<file path="src/rtl/fourstate_scan_pkg.sv">
// Shared types and the per-bit four-state classifier for the scan reader.
package fourstate_scan_pkg;

  typedef enum logic [1:0] {
    C0 = 2'b00,
    C1 = 2'b01,
    CX = 2'b10,
    CZ = 2'b11
  } code_e;

  typedef enum logic [1:0] {
    IDLE = 2'b00,
    SCAN = 2'b01,
    DONE = 2'b10
  } state_e;

  // Case-equality keeps x and z distinguishable on four-state simulators.
  function automatic code_e classify(input logic b);
    if (b === 1'b0)      return C0;
    else if (b === 1'b1) return C1;
    else if (b === 1'bz) return CZ;
    else                 return CX;
  endfunction

endpackage

</file>
<file path="src/rtl/fourstate_lane_classify.sv">
// Combinational classifier for one LANE-bit slice: per-bit codes plus one/x/z tallies.
module fourstate_lane_classify
  import fourstate_scan_pkg::*;
#(
  parameter int LANE = 4,
  parameter int LCW  = $clog2(LANE + 1)
) (
  input  logic [LANE-1:0]   lane,
  output logic [2*LANE-1:0] code,
  output logic [LCW-1:0]    ones,
  output logic [LCW-1:0]    xs,
  output logic [LCW-1:0]    zs
);

  code_e c;

  always_comb begin
    code = '0;
    ones = '0;
    xs   = '0;
    zs   = '0;
    c    = C0;
    for (int i = 0; i < LANE; i++) begin
      c = classify(lane[i]);
      code[2*i +: 2] = c;
      if (c == C1) ones = ones + LCW'(1);
      if (c == CX) xs   = xs + LCW'(1);
      if (c == CZ) zs   = zs + LCW'(1);
    end
  end

endmodule

</file>
<file path="src/rtl/fourstate_scan_reader.sv">
// Snapshots a four-state bus and streams per-bit 0/1/x/z codes in LANE-bit beats.
// Optional macro FOURSTATE_SCAN_ERR_EN adds a sticky err output flagging any x/z.
module fourstate_scan_reader
  import fourstate_scan_pkg::*;
#(
  parameter int WIDTH = 16,
  parameter int LANE  = 4
) (
  input  logic                       clk,
  input  logic                       rst,
  input  logic                       start,
  input  logic [WIDTH-1:0]           bus_i,
  output logic                       busy,
  output logic                       out_valid,
  input  logic                       out_ready,
  output logic [2*LANE-1:0]          out_code,
  output logic                       out_last,
  output logic                       done,
  output logic [$clog2(WIDTH+1)-1:0] one_count,
  output logic [$clog2(WIDTH+1)-1:0] x_count,
  output logic [$clog2(WIDTH+1)-1:0] z_count
`ifdef FOURSTATE_SCAN_ERR_EN
  ,
  output logic                       err
`endif
);

  localparam int NB  = WIDTH / LANE;
  localparam int BW  = (NB > 1) ? $clog2(NB) : 1;
  localparam int CW  = $clog2(WIDTH + 1);
  localparam int LCW = $clog2(LANE + 1);

  state_e             state, state_nxt;
  logic [BW-1:0]      beat;
  logic [WIDTH-1:0]   snap;
  logic [LANE-1:0]    lane_sel;
  logic [2*LANE-1:0]  lane_code;
  logic [LCW-1:0]     lane_ones, lane_xs, lane_zs;
  logic               last_beat;
  logic               accept;
  logic               capture;

  assign capture   = (state == IDLE) && start;
  assign accept    = (state == SCAN) && out_ready;
  assign last_beat = (beat == BW'(NB - 1));
  assign lane_sel  = snap[int'(beat)*LANE +: LANE];

  fourstate_lane_classify #(.LANE(LANE), .LCW(LCW)) u_lane (
    .lane (lane_sel),
    .code (lane_code),
    .ones (lane_ones),
    .xs   (lane_xs),
    .zs   (lane_zs)
  );

  // Snapshot is pure data; it only needs to be meaningful while scanning.
  always_ff @(posedge clk) begin
    if (capture) snap <= bus_i;
  end

  always_ff @(posedge clk) begin
    if (rst) begin
      state     <= IDLE;
      beat      <= '0;
      one_count <= '0;
      x_count   <= '0;
      z_count   <= '0;
    end else begin
      state <= state_nxt;
      if (capture) begin
        beat      <= '0;
        one_count <= '0;
        x_count   <= '0;
        z_count   <= '0;
      end else if (accept) begin
        beat      <= last_beat ? '0 : beat + BW'(1);
        one_count <= one_count + CW'(lane_ones);
        x_count   <= x_count + CW'(lane_xs);
        z_count   <= z_count + CW'(lane_zs);
      end
    end
  end

`ifdef FOURSTATE_SCAN_ERR_EN
  // Raised together with the move into DONE and held until the next capture.
  always_ff @(posedge clk) begin
    if (rst || capture) begin
      err <= 1'b0;
    end else if (accept && last_beat) begin
      err <= ((x_count + CW'(lane_xs)) != '0) || ((z_count + CW'(lane_zs)) != '0);
    end
  end
`endif

  always_comb begin
    state_nxt = state;
    busy      = 1'b0;
    out_valid = 1'b0;
    out_code  = '0;
    out_last  = 1'b0;
    done      = 1'b0;
    case (state)
      IDLE: begin
        if (start) state_nxt = SCAN;
      end
      SCAN: begin
        busy      = 1'b1;
        out_valid = 1'b1;
        out_code  = lane_code;
        out_last  = last_beat;
        if (out_ready && last_beat) state_nxt = DONE;
      end
      DONE: begin
        busy      = 1'b1;
        done      = 1'b1;
        state_nxt = IDLE;
      end
      default: state_nxt = IDLE;
    endcase
  end

endmodule

</file>
<file path="config.mk">
export PLATFORM = sky130hd
export DESIGN_NAME = fourstate_scan_reader
export DESIGN_NICKNAME = d
export VERILOG_FILES = /design/src/rtl/fourstate_scan_pkg.sv /design/src/rtl/fourstate_lane_classify.sv /design/src/rtl/fourstate_scan_reader.sv
export SDC_FILE = /design/constraint.sdc
export NUM_CORES = 1
export LEC_CHECK = 0
export ABC_AREA = 1
export BUFFER_PORTS_ARGS = -buffer_cell sky130_fd_sc_hd__buf_2
export CORE_ASPECT_RATIO = 1.2
export CORE_MARGIN = 4
export CORE_UTILIZATION = 30
export CTS_CLUSTER_SIZE = 20
export DETAILED_ROUTE_END_ITERATION = 6
export PLACE_DENSITY = 0.5
export SLEW_MARGIN = 20
export SYNTH_ARGS = -nofsm -noshare
export SYNTH_HDL_FRONTEND = slang
export SYNTH_SLANG_ARGS = --single-unit
</file>
<file path="constraint.sdc">
create_clock -name clk -period 4.5 [get_ports clk]
set_clock_uncertainty 0.2 [all_clocks]
set_input_delay 0.9 -clock clk [delete_from_list [all_inputs] [get_ports clk]]
set_output_delay 0.9 -clock clk [all_outputs]
set_load 0.005 [all_outputs]
</file>
After elaboration in Yosys (flattened, before gate mapping). Cells that the tools add are included.

Bits of input ports: 20. Memories: 0. Output and inout port bits: 27. Latch bits: 0. Logic and storage cells: 89. ROM bits: 0. Bits in writable memories: 0. Register bits after elaboration: 35.

Reductions and logical operators: 7. $add $sub $neg: 13. Mux-type cells: 33. Div/mod/pow operators: 0. Bitwise operators: 0. Magnitude comparators: 0. $mul: 0. Equal/unequal tests: 29. Shift operators: 1.

Operators by type and width (count): $mux W3 (9); $mux W2 (11); $eq A2 B2 Y1 const B (10); $add A3 B1 Y3 const B (6); $shiftx A16 B5 Y4 (1); $add A5 B3 Y5 (3); $eqx A1 B1 Y1 const B (12); $mux W1 (11); $eq A2 B1 Y1 const B (5); $mux W8 (1); $add A1 B1 Y2 const B (3); $pmux W2 S2 (1); $reduce_or A2 Y1 (2); $logic_and A1 B1 Y1 (3); $add A2 B1 Y2 const B (1); $logic_not A2 Y1 (1); $ne A2 B1 Y1 const B (1); $ne A2 B2 Y1 const B (1); $reduce_and A2 Y1 (1).

Depth between registers and ports, before layout.
Word-level depth: 14. Mapped depth: 20. Depth with buffers taken out: 19.

Modules after synthesis. Synthesis repeated with hierarchy kept, for this count alone.

Cells, all modules: 241. Area total of the unflattened synthesis: 2019.4 µm².

By module, submodules not included: fourstate_scan_reader (seq. area each 860.8 µm², cells each 199, area an instance 1773.0 µm², instances 1); fourstate_lane_classify (seq. area each 0.0 µm², cells each 42, area an instance 246.5 µm², instances 1).

Worst setup path before layout. Ideal clock, no wire load.

Kind: register -> register. Start point: register beat[1]. End point: register one_count[4]. Arrival time: 2.348 ns. Path buffers: 0. Cell stages (with the launch flop): 16. Clock period less this slack: 2.663 ns. Data required time: 4.185 ns. Slack: 1.837 ns. Setup time: 0.115 ns. Path through: dfxtp_1 inv_2 nand3_1 nand2_1 ha_1 inv_1 nand3_1 nand2_1 ha_1 nand2_1 nand2_1 fa_1 nand2_1 nand2_1 a31oi_1 nor2_1.

Word-level cells in the longest chain between the ends: 14. Elaborated cells between the ends (all ways): 37. Those cells by class: add/sub: 4; eq/ne: 16; shift: 1; mux: 16.

Ends and longest elaborated chain: start, declared (RTL line fourstate_scan_reader.sv:34) `logic [BW-1:0] beat;`; start signal, assigned (RTL line fourstate_scan_reader.sv:76) `beat <= last_beat ? '0 : beat + BW'(1);`; $shiftx A16 B5 Y4 (*) (RTL line fourstate_scan_reader.sv:46) `assign lane_sel = snap[int'(beat)*LANE +: LANE];`; $eqx A1 B1 Y1 (RTL line fourstate_scan_pkg.sv:21) `else if (b === 1'bz) return CZ;`; $mux W1 (RTL line fourstate_scan_pkg.sv:21); $mux W2 (RTL line fourstate_scan_pkg.sv:20) `else if (b === 1'b1) return C1;`; $mux W2 (RTL line fourstate_scan_pkg.sv:19) `if (b === 1'b0) return C0;`; $eq A2 B1 Y1 (RTL line fourstate_lane_classify.sv:26) `if (c == C1) ones = ones + LCW'(1);`; $mux W1 (RTL line fourstate_lane_classify.sv:26); $add A1 B1 Y2 (RTL line fourstate_lane_classify.sv:26); $mux W3 (RTL line fourstate_lane_classify.sv:26); $add A3 B1 Y3 (RTL line fourstate_lane_classify.sv:26); $mux W3 (RTL line fourstate_lane_classify.sv:26); $add A3 B1 Y3 (RTL line fourstate_lane_classify.sv:26); $mux W3 (*) (RTL line fourstate_lane_classify.sv:26); $add A5 B3 Y5 (*) (RTL line fourstate_scan_reader.sv:77) `one_count <= one_count + CW'(lane_ones);`; end signal, assigned (RTL line fourstate_scan_reader.sv:77); end, declared (RTL line fourstate_scan_reader.sv:19) `output logic [$clog2(WIDTH+1)-1:0] one_count,`.

Every way passes the cells marked *; elsewhere a longest branch is shown, timed or not. A chain may end at the register's enable or synchronous reset.

Worst setup path in the final report.
Start point: register beat[0]. End point: register one_count[4].

Same word-level chain as after synthesis.

==> results.cfg <==
[die]
chipHeight_um = 84.36
die_area_sq_um = 6042
top_level_ports = 47
rows = 27
die_x_um = 71.63
core_area_sq_um = 4662
start_util = 0.3127

[placed_design]
place.gp.congestion = 0.7806
hpwl_mm = 2.052
dp_worst_setup_slack_ns = 1.556
dpl_cell_area_sq_um = 1623
io_buffer_count = 32

[setup_path]
reg2reg_setup_slack_ns = 1.57
r2r_start = beat[0]
path_buf_inv = 3
end_kind = flop
cp_cell_sequence = inv_4 -> nand2_1 -> nand3_1 -> nand2_1 -> inv_1 -> ha_1 -> inv_1 -> nand2_2 -> and2_1 -> ha_1 -> nand2_1 -> nand2_1 -> fa_1 -> nand2_1 -> nand2_1 -> nand4_1 -> nand2_1 -> nor2_1
path_max_fanout = 11
endpoint = one_count[4]
arrival_ns = 2.95
worst_r2r_endpoint = one_count[4]
max_stage_delay_ns = 0.59
worst-path-stages = 18
critPathLaunchType = flop
crit_path_start = beat[0]
crit_slowest_cell = dfxtp_1
ff2ff_path_depth = 18
crit_type = flop to flop
worst_path_most_repeated_cell = nand2_1
cp_top_family = simple AND/OR/NAND/NOR gates
worst_ep_required_time_ns = 4.51

[power_and_ir_drop]
p_leak_uw = 0.0008078
p_sw_frac = 0.3940
irDropWorstVdd_v = 0.0001442
p_clk_frac = 0.157
p_seq_frac = 0.388
power_density_nw_per_um2 = 509.7
combPwrFrac = 0.455
p_int_uw = 515.2
p_switching_uw = 334.9

[drt]
via_count = 1071
ant_nets = 0
drc_errors = 0
first_iter_violations = 28
firstDrtPassIters = 3
wl_mm = 2.555
vias_per_cell = 4.200
routedWlPerCell_um = 10.02

[yosys]
yosysWarnings = 0
synth.largest_area_cell = edfxtp_1
syn_area_per_cell_sq_um = 8.943
synth.area.top_cells = edfxtp_1, dfxtp_1, nand2_1
ys_seq_area_frac = 0.4532
synthCells = 163
syn_area_sq_um = 1458
yosysTopAreaCellShare = 0.3296
ys_ff_latch = 25
synth.distinct_cells = 24

[layout]
multi_input_area_sq_um = 659.4
final_area_sq_um = 1668
post-route-util = 0.3578
nets = 230
fill_cells = 518
antenna_cells = 0
regArea_sq_um = 660.6
area_growth_pct = 14.42
layout-drive-gt1-share = 0.2437

[outcome]
status = completed

[sta]
setup_ws_ns = 1.565
rsz0062_at_grt = false
max_freq_mhz = 340.7
finalSetupTns_ns = 0
hold_violations = 0
min_period_over_period = 0.6522
slew_viol_final = 0
setup_violations = 0
worst_pin_slew_ns = 0.6079
timing.final.crit_period_ns = 2.935
maxSlewHeadroom = 0.5943

[clock_network]
path_clk_slew_ns = 0.09
cts_root_buf = clkbuf_8
cts_tree = yes
h-tree-depth = 1
cts_hold_buffers = 0
numClockSinks = 25
cts_buffers = 3
post-cts-setup-buffer-count = 0
cts.path.max_buffers = 2
clk_latency_ns = 0.27
cts_resized = 0

[global_routing]
grt_antenna_before_repair = 0
grt_usage = 0.08745
overflow = 0
grt_max_degree = 18
grt_pass1_wl_mm = 4.153
grt_pass1_vias = 990

[hold_path]
min_path_type = flop to flop
min_from = one_count[0]

[run]
cap_viol_max_count = 0
==> final cells by class <==
class,count,share of cell area
flip-flops and latches,25,0.3961
multi-input cells,118,0.3953
repair buffers,32,0.09602
well taps,58,0.04351
inverters,18,0.04201
clock buffers,4,0.02701
==> power by group through the flow <==
| stage | Combinational [uW] | Sequential (uW) | Clock (uW) |
|---|---|---|---|
| 6_report | 387 | 330 | 134 |
| 4_1_cts | 397 | 331 | 141 |
| 2_1_floorplan | 315 | 326 | 0 |
| 3_3_place_gp | 397 | 335 | 0 |
| 5_1_grt | 456 | 336 | 149 |
| 3_5_place_dp | 396 | 337 | 0 |
==> synthesized netlist by cell type <==
library cell and instances:
fa_1 1, nand2_1 43, inv_4 1, buf_6 1, dfxtp_1 9, nand3b_1 1, nand3_2 1, nand3_4 2
edfxtp_1 16, xnor2_1 1, inv_2 3, nand4_1 1, inv_1 14, ha_1 11, nand2_2 5, nand2_4 1
nor2_1 8, a21oi_1 8, o21ai_0 4, buf_4 14, and2_1 1, conb_1 1, nand3_1 15, a31oi_1 1
==> per-layer routing <==
metal	global-route usage	routed length (um)	up-vias
met5	0	0	-
met1	0.09478	1093	462
li1	-	-	570
met4	0.05128	62	0
met2	0.1530	1235	34
met3	0.01916	163	5
==> worst min-delay path by stage <==
stage	slack (ns)	to	depth (start not counted)
final	0.29	one_count[0]	2
after global routing	0.31	state[0]	2
after CTS	0.29	one_count[0]	2
after detailed placement	0.28	one_count[4]	2
after global placement	0.27	one_count[0]	2
after floorplan	0.26	state[1]	2
==> tightest hold or removal path, stage by stage (launching register included) <==
cell and delay (ns):
dfxtp_1 0.34, nand2_1 0.07, a21oi_1 0.05
==> sequential cells by signal (all words and copies together), names as in the netlist <==
name       count
snap          16
one_count      5
beat           2
state          2
==> placed cells by master (no fill, tap or decap), types with 2 or more instances in the layout <==
cell type,netlist,final
nor2_1,8,8
inv_2,3,3
o21ai_0,4,4
a21oi_1,8,8
nand3_4,2,2
edfxtp_1,16,16
dfxtp_1,9,9
ha_1,11,11
nand2_1,43,43
buf_2,0,32
nand2_2,5,5
clkbuf_8,0,3
inv_1,14,14
nand3_1,15,15
conb_1,1,14
==> kinds of logic (layout without fill, tap and decap cells) <==
logic type / Yosys count / after routing / share of synthesized area
and+or+nand+nor: 78 / 78 / 0.2567
buffers and inverters: 33 / 54 / 0.1279
DFF: 25 / 25 / 0.4532
AOI/OAI and AO/OA: 13 / 13 / 0.04550
adders and majority gates: 12 / 12 / 0.1082
other: 1 / 14 / 0.002573
xor gates and xnor gates: 1 / 1 / 0.006010
==> metrics by stage <==
stage          hold WS [ns]  instances  total power, uW
3_5_place_dp         0.2806        251            732.6
5_1_grt              0.3125        255            940.3
2_1_floorplan        0.2560        176            640.3
6_report             0.2904        255            850.1
3_3_place_gp         0.2694        251            732.3
4_1_cts              0.2935        255            869.2
Power figures use the tool's default switching activity.
